**config.mk**
```make
export PLATFORM = sky130hd
export DESIGN_NAME = branch_unit
export DESIGN_NICKNAME = d
export VERILOG_FILES = /design/src/rtl/branch_unit.sv
export SDC_FILE = /design/constraint.sdc
export NUM_CORES = 1
export LEC_CHECK = 0
export ABC_AREA = 1
export CAP_MARGIN = 0
export CORE_AREA = 8 8 76 78
export DETAILED_ROUTE_END_ITERATION = 12
export DIE_AREA = 0 0 84 86
export PLACE_DENSITY = 0.77
export REMOVE_ABC_BUFFERS = 1
export SYNTH_ARGS = -nofsm -noshare
export SYNTH_HDL_FRONTEND = slang
export SYNTH_SLANG_ARGS = --single-unit
```
**constraint.sdc**
```tcl
create_clock -name clock -period 2.6 [get_ports clock]
set_clock_uncertainty 0.15 [all_clocks]
set_input_delay 0.52 -clock clock [delete_from_list [all_inputs] [get_ports clock]]
set_output_delay 0.52 -clock clock [all_outputs]
set_load 0.1 [all_outputs]
```
**src/rtl/branch_unit.sv**
```systemverilog
// Conditional-branch sequencer: latches a branch request, evaluates the Z/N flags
// one cycle later, strobes a PC load on a taken branch and counts taken branches.
module branch_unit #(
    parameter int ADDR_WIDTH  = 11,
    parameter int COUNT_WIDTH = 16
) (
    input  logic                   clock,
    input  logic                   branch_reset_n,
    input  logic                   branch_start,
    input  logic [2:0]             branch_op,
    input  logic [ADDR_WIDTH-1:0]  branch_target,
    input  logic                   flag_Z,
    input  logic                   flag_N,
    input  logic                   clear_count,
    output logic                   branch_busy,
    output logic                   pc_load,
    output logic [ADDR_WIDTH-1:0]  pc_target,
    output logic                   branch_done,
    output logic                   branch_taken,
    output logic                   branch_illegal,
    output logic [COUNT_WIDTH-1:0] taken_count
);

    typedef enum logic [1:0] {
        IDLE = 2'd0,
        EVAL = 2'd1,
        LOAD = 2'd2,
        DONE = 2'd3
    } state_t;

    localparam logic [2:0] OP_JMP = 3'b000;
    localparam logic [2:0] OP_BZ  = 3'b001;
    localparam logic [2:0] OP_BNZ = 3'b010;
    localparam logic [2:0] OP_BN  = 3'b011;
    localparam logic [2:0] OP_BP  = 3'b100;
    localparam logic [2:0] OP_BLE = 3'b101;
    localparam logic [2:0] OP_NOP = 3'b110;
    localparam logic [2:0] OP_ILL = 3'b111;

    localparam logic [COUNT_WIDTH-1:0] COUNT_ONE = {{(COUNT_WIDTH-1){1'b0}}, 1'b1};
    localparam logic [COUNT_WIDTH-1:0] COUNT_MAX = {COUNT_WIDTH{1'b1}};

    state_t                 state;
    state_t                 state_next;
    logic [2:0]             op_q;
    logic [ADDR_WIDTH-1:0]  target_q;
    logic [ADDR_WIDTH-1:0]  pc_target_q;
    logic                   taken_q;
    logic                   taken_next;
    logic [COUNT_WIDTH-1:0] count_q;
    logic                   accept;

    function automatic logic cond_taken(input logic [2:0] op, input logic z, input logic n);
        logic t;
        t = 1'b0;
        case (op)
            OP_JMP:  t = 1'b1;
            OP_BZ:   t = z;
            OP_BNZ:  t = ~z;
            OP_BN:   t = n;
            OP_BP:   t = ~n & ~z;
            OP_BLE:  t = z | n;
            OP_NOP:  t = 1'b0;
            OP_ILL:  t = 1'b0;
            default: t = 1'b0;
        endcase
        return t;
    endfunction

    // Saturating increment: the debug counter sticks at all-ones instead of wrapping.
    function automatic logic [COUNT_WIDTH-1:0] sat_inc(input logic [COUNT_WIDTH-1:0] value);
        return (value == COUNT_MAX) ? value : value + COUNT_ONE;
    endfunction

    assign accept     = (state == IDLE) && branch_start;
    // Flags are looked at live during EVAL, not captured with the request.
    assign taken_next = cond_taken(op_q, flag_Z, flag_N);

    always_ff @(posedge clock or negedge branch_reset_n) begin
        if (!branch_reset_n) begin
            state <= IDLE;
        end else begin
            state <= state_next;
        end
    end

    always_comb begin
        state_next = state;
        case (state)
            IDLE:    if (branch_start) state_next = EVAL;
            EVAL:    state_next = taken_next ? LOAD : DONE;
            LOAD:    state_next = DONE;
            DONE:    state_next = IDLE;
            default: state_next = IDLE;
        endcase
    end

    always_ff @(posedge clock or negedge branch_reset_n) begin
        if (!branch_reset_n) begin
            op_q        <= 3'b000;
            target_q    <= '0;
            pc_target_q <= '0;
            taken_q     <= 1'b0;
            count_q     <= '0;
        end else begin
            if (accept) begin
                op_q     <= branch_op;
                target_q <= branch_target;
            end
            // pc_target only changes when a load is about to happen, so it holds otherwise.
            if (state == EVAL) begin
                taken_q <= taken_next;
                if (taken_next) begin
                    pc_target_q <= target_q;
                end
            end
            if (clear_count) begin
                count_q <= '0;
            end else if ((state == DONE) && taken_q) begin
                count_q <= sat_inc(count_q);
            end
        end
    end

    assign branch_busy    = (state != IDLE);
    assign pc_load        = (state == LOAD);
    assign pc_target      = pc_target_q;
    assign branch_done    = (state == DONE);
    assign branch_taken   = (state == DONE) && taken_q;
    assign branch_illegal = (state == DONE) && (op_q == OP_ILL);
    assign taken_count    = count_q;

endmodule

```
# Word-level counts from Yosys, hierarchy flattened
# Cells that the tools add are included.
[op_classes]
n_addsub = 1
muxes = 7
n_eq_ne = 13
reduce_logical = 10
n_bitwise = 4
[op_table]
columns = ["op", "count"]
rows = [
  ["$mux W16", 3],
  ["$add A16 B1 Y16 const B", 1],
  ["$eq A16 B16 Y1 const B", 1],
  ["$eq A3 B3 Y1 const B", 4],
  ["$pmux W2 S4", 1],
  ["$pmux W1 S7", 1],
  ["$eq A3 B2 Y1 const B", 2],
  ["$eq A2 B2 Y1 const B", 2],
  ["$ne A2 B2 Y1 const B", 2],
  ["$reduce_and A2 Y1", 2],
  ["$reduce_bool A2 Y1", 2],
  ["$eq A3 B1 Y1 const B", 1],
  ["$logic_and A1 B1 Y1", 3],
  ["$logic_not A3 Y1", 1],
  ["$eq A2 B1 Y1 const B", 1],
  ["$logic_not A2 Y1", 1],
  ["$mux W2", 1],
  ["$not A1 Y1", 2],
  ["$reduce_or A2 Y1", 1],
  ["$and A1 B1 Y1", 1],
  ["$mux W1", 1],
  ["$or A1 B1 Y1", 1],
]
[totals]
register_bits = 44
in_bits = 20
out_inout_bits = 32

# Logic depth before layout (Yosys ltp)
# Gate-level depths: netlist of the first run.
[logic_depth]
word_depth = 5
ltp_mapped = 10

# Worst setup path before layout of the first run
# No wires, ideal clock.
[synth_timing]
path_type = "flip-flop to output port"
from = "register state[0]"
to = "output branch_illegal"
path_buffers = 0
setup_slack_ns = -0.678
arrival_time_ns = 2.608
required_ns = 1.930
path_stages_with_launch = 4
cell_sequence = "dfrtp_1 -> ha_1 -> nand2_1 -> nor2_1"
[synth_between]
elab_chain_len = 2
[synth_lines]
columns = ["element", "line_no", "rtl"]
rows = [
  ["start, declared", "43", "state_t state;"],
  ["start signal, assigned", "83", "state <= state_next;"],
  ["$eq A2 B2 Y1", "n/a", ""],
  ["named net branch_done", "18", "output logic branch_done,"],
  ["$logic_and A1 B1 Y1", "130", "assign branch_illegal = (state == DONE) && (op_q == OP_ILL);"],
  ["end, declared", "20", "output logic branch_illegal,"],
]
# The timed path passes the listed nets, and every way through them passes these cells.

# Worst setup path after layout of the first run
[layout_timing]
from = "register count_q[0] (netlist: taken_count[0])"
to = "register count_q[0] (netlist: taken_count[0])"
[layout_between]
elab_chain_len = 4
elab_cells_between_ends = 7
cone_classes = "1 x add/sub; 2 x eq/ne; 3 x mux; 1 x reduce/logical"
[layout_lines]
columns = ["element", "line_no", "rtl"]
rows = [
  ["start, declared", "50", "logic [COUNT_WIDTH-1:0] count_q;"],
  ["start signal, assigned", "120", "count_q <= sat_inc(count_q);"],
  ["$add A16 B1 Y16", "72", "return (value == COUNT_MAX) ? value : value + COUNT_ONE;"],
  ["$mux W16", "72", ""],
  ["$mux W16", "119", "end else if ((state == DONE) && taken_q) begin"],
  ["$mux W16", "117", "if (clear_count) begin"],
]
# Several ways; a longest one is shown, not always the timed one. The select of a mux whose other input is x is not followed.
# A chain may end at the register's enable or synchronous reset.

==> results.md, run 1 <==
- Status: complete, no violations
- Cell Area, Placed: 2720 um^2
- CTS tree: done
- Total gr overflow: 0
- Delay of the slowest cell on the worst path: 0.64 ns
- Worst-path fanout max: 6
- Via Count: between 1,500 and 2,000
- Gp weighted congestion: 0.904
- CP Capture Type: flop
- Port Buffers: about 50
- H-tree depth: 2
- Max-slew headroom: between 40% and 50%
- Vias per std cell: around 5.1
- Worst IR Drop VDD: ~0.00087 V
- Die Y: around 86 um
- Power Dens Cells: between 1000 and 1500 nW/um^2
- Layout cell share with drive strength beyond 1: roughly 17%
- TritonCTS Buffers: 5
- Hold WC Path Type: in -> async
- Post-DRT Antenna Nets: 0
- Most frequent CP cell: o21ai_0
- Core Area: roughly 4600 um^2
- Hold buffer count at CTS: 0
- Initial Utilization: between 40% and 50%
- Slew @ Worst Pin: approximately 0.83 ns
- Final min period: around 2.2 ns
- Nets@finish: ~360
- # clock sinks: 44
- Leakage: around 1.4 nW
- Mapped cell area: roughly 2200 um^2
- DRT iter0 DRCs: between 80 and 90
- Slowest stage cell, crit path: o21ai_0
- Arr. time, crit path: roughly 2.2 ns
- Met1 Usage GRT: between 10% and 20%
- Largest net degree at the start of global routing: 45
- # Max-Cap Violations: 0
- Io pins: 52
- Final Hold Vio Count: 0
- Vias in the first global route: 1,953
- Post-CTS Setup Bufs: 0
- CP startpoint kind: flop
- Setup violators final: 0
- Fill cell count: about 420
- Crit share post-route: about 84%
- Die ar.: about 7200 um^2
- Type of the worst setup path: reg -> reg
- RSZ-0062 raised after global routing: false
- Flops & latches, synth: 44
- Row count: 25
- Clock buffer depth: 2
- Met3 usage: about 4.9%
- DP Wirelength: a little under 4000 um
- Gr busiest metal: met2
- Design area: approximately 2800 um^2
- Power Total: 0.00321 W
- Final hold slack: 0.134 ns
- Chip Width: around 84 um
- CP cell instances: ha_1, nand3_1, inv_2, nand2_2, nor2_2, o21ai_0, o21ai_0
- CTS root buf: clkbuf_8
- Drt first pass iters: 5
- Post-synthesis sequential area ratio: ~50%
- Clock slew at reported path FFs: 0.08 ns
- Area delta synth->final: 28.4%
- YS warnings: 0
- DR DRC count: 0
- Synth unique cells: 21
- GR Util All Layers: 14.1%
- Routing usage on met2: between 20 and 25%
- Post-Syn Area per Cell: 7.95 um^2
- WL per Instance: between 10 and 15 um
- Antenna cells: 0
- Initial antenna violation count: 0
- F_max: between 400 and 500 MHz
- First-pass GRT wire length: 8580 um
- Worst-Skew Late Latency: between 0.2 and 0.3 ns
- Final WL: around 5200 um
- Syn Inst Count: around 280
- Required time worst endpoint: 2.59 ns
- CTS resizes: 0
- Final slew viol count: 0
[metrics by stage]
stage	setup WS, ns	instances	TNS, ns	utilization, %
6_report	0.424	387	0	61.5
5_1_grt	0.338	387	0	61.5
4_1_cts	0.417	387	0	61.5
3_5_place_dp	0.447	379	0	59.0
3_3_place_gp	0.490	379	0	59.0
2_1_floorplan	-0.678	270	-0.982	-
[report_power, final]
group / internal (W) / switching [W]
Sequential: 0.000901 / 0.000127
Combinational: 0.000383 / 0.00128
Clock: 0.000284 / 0.000235
[registers in the layout, summed over array words and instances (netlist names)]
register and flops:
state 2, pc_target 11, target_q 11, taken_q 1, op_q 3, taken_count 16
[Yosys cell counts]
master	number	area (um^2)
inv_2	1	3.75
nand2_1	88	330
buf_6	1	11.3
nand4_1	13	81.3
o21bai_1	4	30.0
nand3_1	6	30.0
or2_2	2	12.5
xor2_1	4	35.0
nand2_2	1	6.26
dfrtp_1	44	1100
nor2_2	3	18.8
clkbuf_1	5	18.8
mux2_2	2	22.5
buf_2	1	5.00
a21oi_1	12	60.1
o21ai_0	20	100
nor2_4	2	22.5
nor2_1	36	135
xnor2_1	1	8.76
inv_1	25	93.8
ha_1	6	75.1
[cells in the final DEF (no fill, tap or decap), drive strengths merged]
master and instances:
nand2 89, dfrtp 44, nor2 41, buf 37
inv 26, o21ai 20, clkdlybuf4s50 18, nand4 13
a21oi 12, nand3 6, ha 6, clkbuf 5
o21bai 4, xor2 4, mux2 2, or2 2
xnor2 1, bufinv 1, clkinv 1, clkinvlp 1
[cell type report]
type | count | area [um^2] | area share [%]
clock buffer | 5 | 68.8 | 2.43
clock inverter | 3 | 42.5 | 1.51
inverter | 26 | 97.6 | 3.45
sequential | 44 | 1100 | 39.0
timing repair buffer | 55 | 480 | 17.0
multi-input combinational | 200 | 968 | 34.3
tap | 54 | 67.6 | 2.39
[path summary, 6_finish.rpt]
check / from / to / slack (ns) / cells past startpoint
setup / recovery: taken_count[0] / taken_count[0] / 0.42 / 7
hold / removal: branch_reset_n / taken_count[6] / 0.13 / 2
setup reg to reg: taken_count[0] / taken_count[0] / 0.42 / 7
hold reg to reg: pc_target[2] / pc_target[2] / 0.34 / 2
max in group asynchronous: branch_reset_n / target_q[8] / 1.79 / 2
min in group clock: pc_target[2] / pc_target[2] / 0.34 / 2
[worst max-delay path: cells and delay by family (launching register included)]
family / cells / cell delay, ns
buffers and inverters: 1 / 0.07
flip-flops: 1 / 0.43
adder cells (fa/ha/maj): 1 / 0.27
AO/OA/AOI/OAI: 2 / 0.83
AND/OR/NAND/NOR: 3 / 0.27
[metal layers]
layer	vias to the layer above	routed length, um
met5	-	0
met2	68	2370
met3	7	385
met4	0	48
li1	985	-
met1	924	2360
[cell families (layout without fill, tap and decap cells)]
kind of cell,after synthesis,in the layout,synth area share (%)
AOI/OAI and AO/OA,36,36,8.64
xor gates and xnor gates,5,5,1.99
adders and majority gates,6,6,3.41
buffers and inverters,33,89,6.02
DFF,44,44,50.0
muxes,2,2,1.02
and+or+nand+nor,151,151,28.9
No activity file was read; power rests on OpenSTA's default activity.
==> run 2, diff against run 1 <==
- CORE_AREA: 8 8 76 78 -> 8 8 77 79
- DIE_AREA: 0 0 84 86 -> 0 0 85 87
- PLACE_DENSITY: 0.77 -> 0.75
- clock period: 2.6 -> 2.1 ns (I/O delays scaled with it)
==> run 2 against run 1 <==
  * Largest power group unchanged
  * Global-route usage is 2.0 points higher
  * Sequential cell count stayed put
  * Sequential share of layout area is 3.9 points lower
==> results.md, run 2 (synthesized netlist as in run 1, its figures left out) <==
- Status: complete, no violations
- Reg2Reg Depth: 9
- Final slew viol count: 0
- Largest net degree at the start of global routing: 24
- Slew @ Worst Pin: roughly 0.38 ns
- Crit share post-route: just under 100%
- DP Wirelength: about 4100 um
- RR Endpoint: taken_count[2]
- Commonest non-fill, non-tap cells in the layout: nand2_1 (88), dfrtp_1 (43), nor2_1 (36)
- Power Dens Cells: roughly 1300 nW/um^2
- # Max-Cap Violations: 0
- Max-slew headroom: between 70% and 80%
- Max FFs per register: 16
- Most common cell after layout, fill and taps aside: nand2_1
- Worst-path fanout max: 5
- Die Y: roughly 87 um
- Worst IR Drop VDD: roughly 0.0012 V
- Gp weighted congestion: between 0.9 and 1
- Area delta synth->final: 43.0%
- Post-Place Cells: slightly below 400
- Hold Crit Depth: 2
- CP Capture Type: primary output
- WL per Instance: between 10 and 15 um
- GR Util All Layers: 16.1%
- Final Util: ~65%
- Via Count: roughly 2,000
- Clock buffer depth: 2
- Final WL: between 5000 and 6000 um
- Hold WC Path Type: reg -> reg
- Final min period: between 2 and 2.5 ns
- CTS tree: done
- Arr. time, crit path: ~1.5 ns
- Cell Area, Placed: 3020 um^2
- Drt first pass iters: 4
- Initial Utilization: between 40% and 50%
- Type of the worst setup path: reg -> out
- Final worst slack: approximately 0.082 ns
- RSZ-0062 raised after global routing: false
- Chip Width: about 85 um
- Hold path endpoint: pc_target[0]
- DP Worst Slack: 0.144 ns
- CTS root buf: clkbuf_8
- Non-filler cells, final: 399
- Antenna cells: 0
- H-tree depth: 2
- Row count: 26
- Initial antenna violation count: 0
- Reg2reg start: taken_count[1]
- Vias in the first global route: ~2,200
- Layout cell share with drive strength beyond 1: 19.5%
- Vias per std cell: just over 5
- Io pins: 52
- Post-DRT Antenna Nets: 0
- Power Total: about 0.0041 W
- Port Buffers: 51
- Final Hold Vio Count: 0
- F_max: 496 MHz
- Nets@finish: 368
- R2r setup slk: 0.27 ns
- Leakage: 1.49 nW
- Storage cell area: around 1100 um^2
- CP startpoint kind: flop
- Setup violators final: 0
- Total gr overflow: 0
- Required time worst endpoint: ~1.5 ns
- Area of the multi-input gates: around 1000 um^2
- Min-delay src: pc_target[0]
- DR DRC count: 0
- Die ar.: between 7000 and 8000 um^2
- Clock slew at reported path FFs: 0.09 ns
- Design area: 3150 um^2
- DRT iter0 DRCs: 145
- First-pass GRT wire length: around 9600 um
- Fill cell count: approximately 390
- Worst-Skew Late Latency: ~0.30 ns
- TritonCTS Buffers: 5
- # clock sinks: 44
- Core Area: slightly below 5000 um^2
run 2: cell types whose count changed in the layout (fill, tap and decap cells not counted):
cell / previous run / this run
dfrtp_1: 44 / 43
buf_12: 2 / 21
ha_1: 6 / 5
ha_2: 0 / 1
buf_4: 34 / 24
dfrtp_2: 0 / 1
dlygate4sd3_1: 0 / 1
run 2: where the power goes:
group	internal, W	switching (W)
combinational	0.000591	0.00163
sequential	0.00112	0.000156
clock	0.000352	0.000298
total	0.00206	0.00209
run 2: final cells by class:
| class | instances | share of cell area, % |
|---|---|---|
| flip-flops and latches | 44 | 35.0 |
| repair buffers | 65 | 25.3 |
| clock buffers | 5 | 2.19 |
| well taps | 56 | 2.23 |
| multi-input cells | 200 | 30.8 |
| clock inverters | 3 | 1.35 |
| inverters | 26 | 3.10 |
run 2: layer usage:
metal  GRT usage [%]  vias to the layer above  wire, um  share of wire (%)
met4            6.96                        0        53               0.98
met3            5.94                        5       412                7.6
met1            18.6                      950      2340                 43
met5               0                        -         0                  0
li1                -                     1012         -                  -
met2            26.3                       68      2610                 48
run 2: timing repair:
| item | CTS | global route |
|---|---|---|
| hold buffers | 1 | 0 |
| setup endpoints to repair | 2 | 2 |
| pin swaps | 0 | 0 |
| gates resized for setup | 1 | 1 |
| endpoints found under the hold margin | 14 | 0 |
| buffers inserted | 0 | 0 |
| gates cloned | 0 | 0 |
run 2: how the worst max path moves through the flow:
stage	startpoint	to
floorplan	state[0]	branch_illegal
global placement	flag_Z	taken_q
detailed placement	flag_Z	pc_target[7]
CTS	state[0]	branch_illegal
global route	state[0]	branch_illegal
finish	state[0]	branch_illegal
run 2: worst max-delay path, stage by stage (launching register included):
cell and delay, ns:
dfrtp_2 0.41, ha_2 0.26, nand2_1 0.07, nor2_1 0.19, buf_12 0.21
run 2: per-stage QoR:
stage	hold WS [ns]	TNS [ns]
2_1_floorplan	-0.0256	-7.02
3_3_place_gp	0.202	0
3_5_place_dp	0.210	0
4_1_cts	0.353	0
5_1_grt	0.375	0
6_report	0.343	0
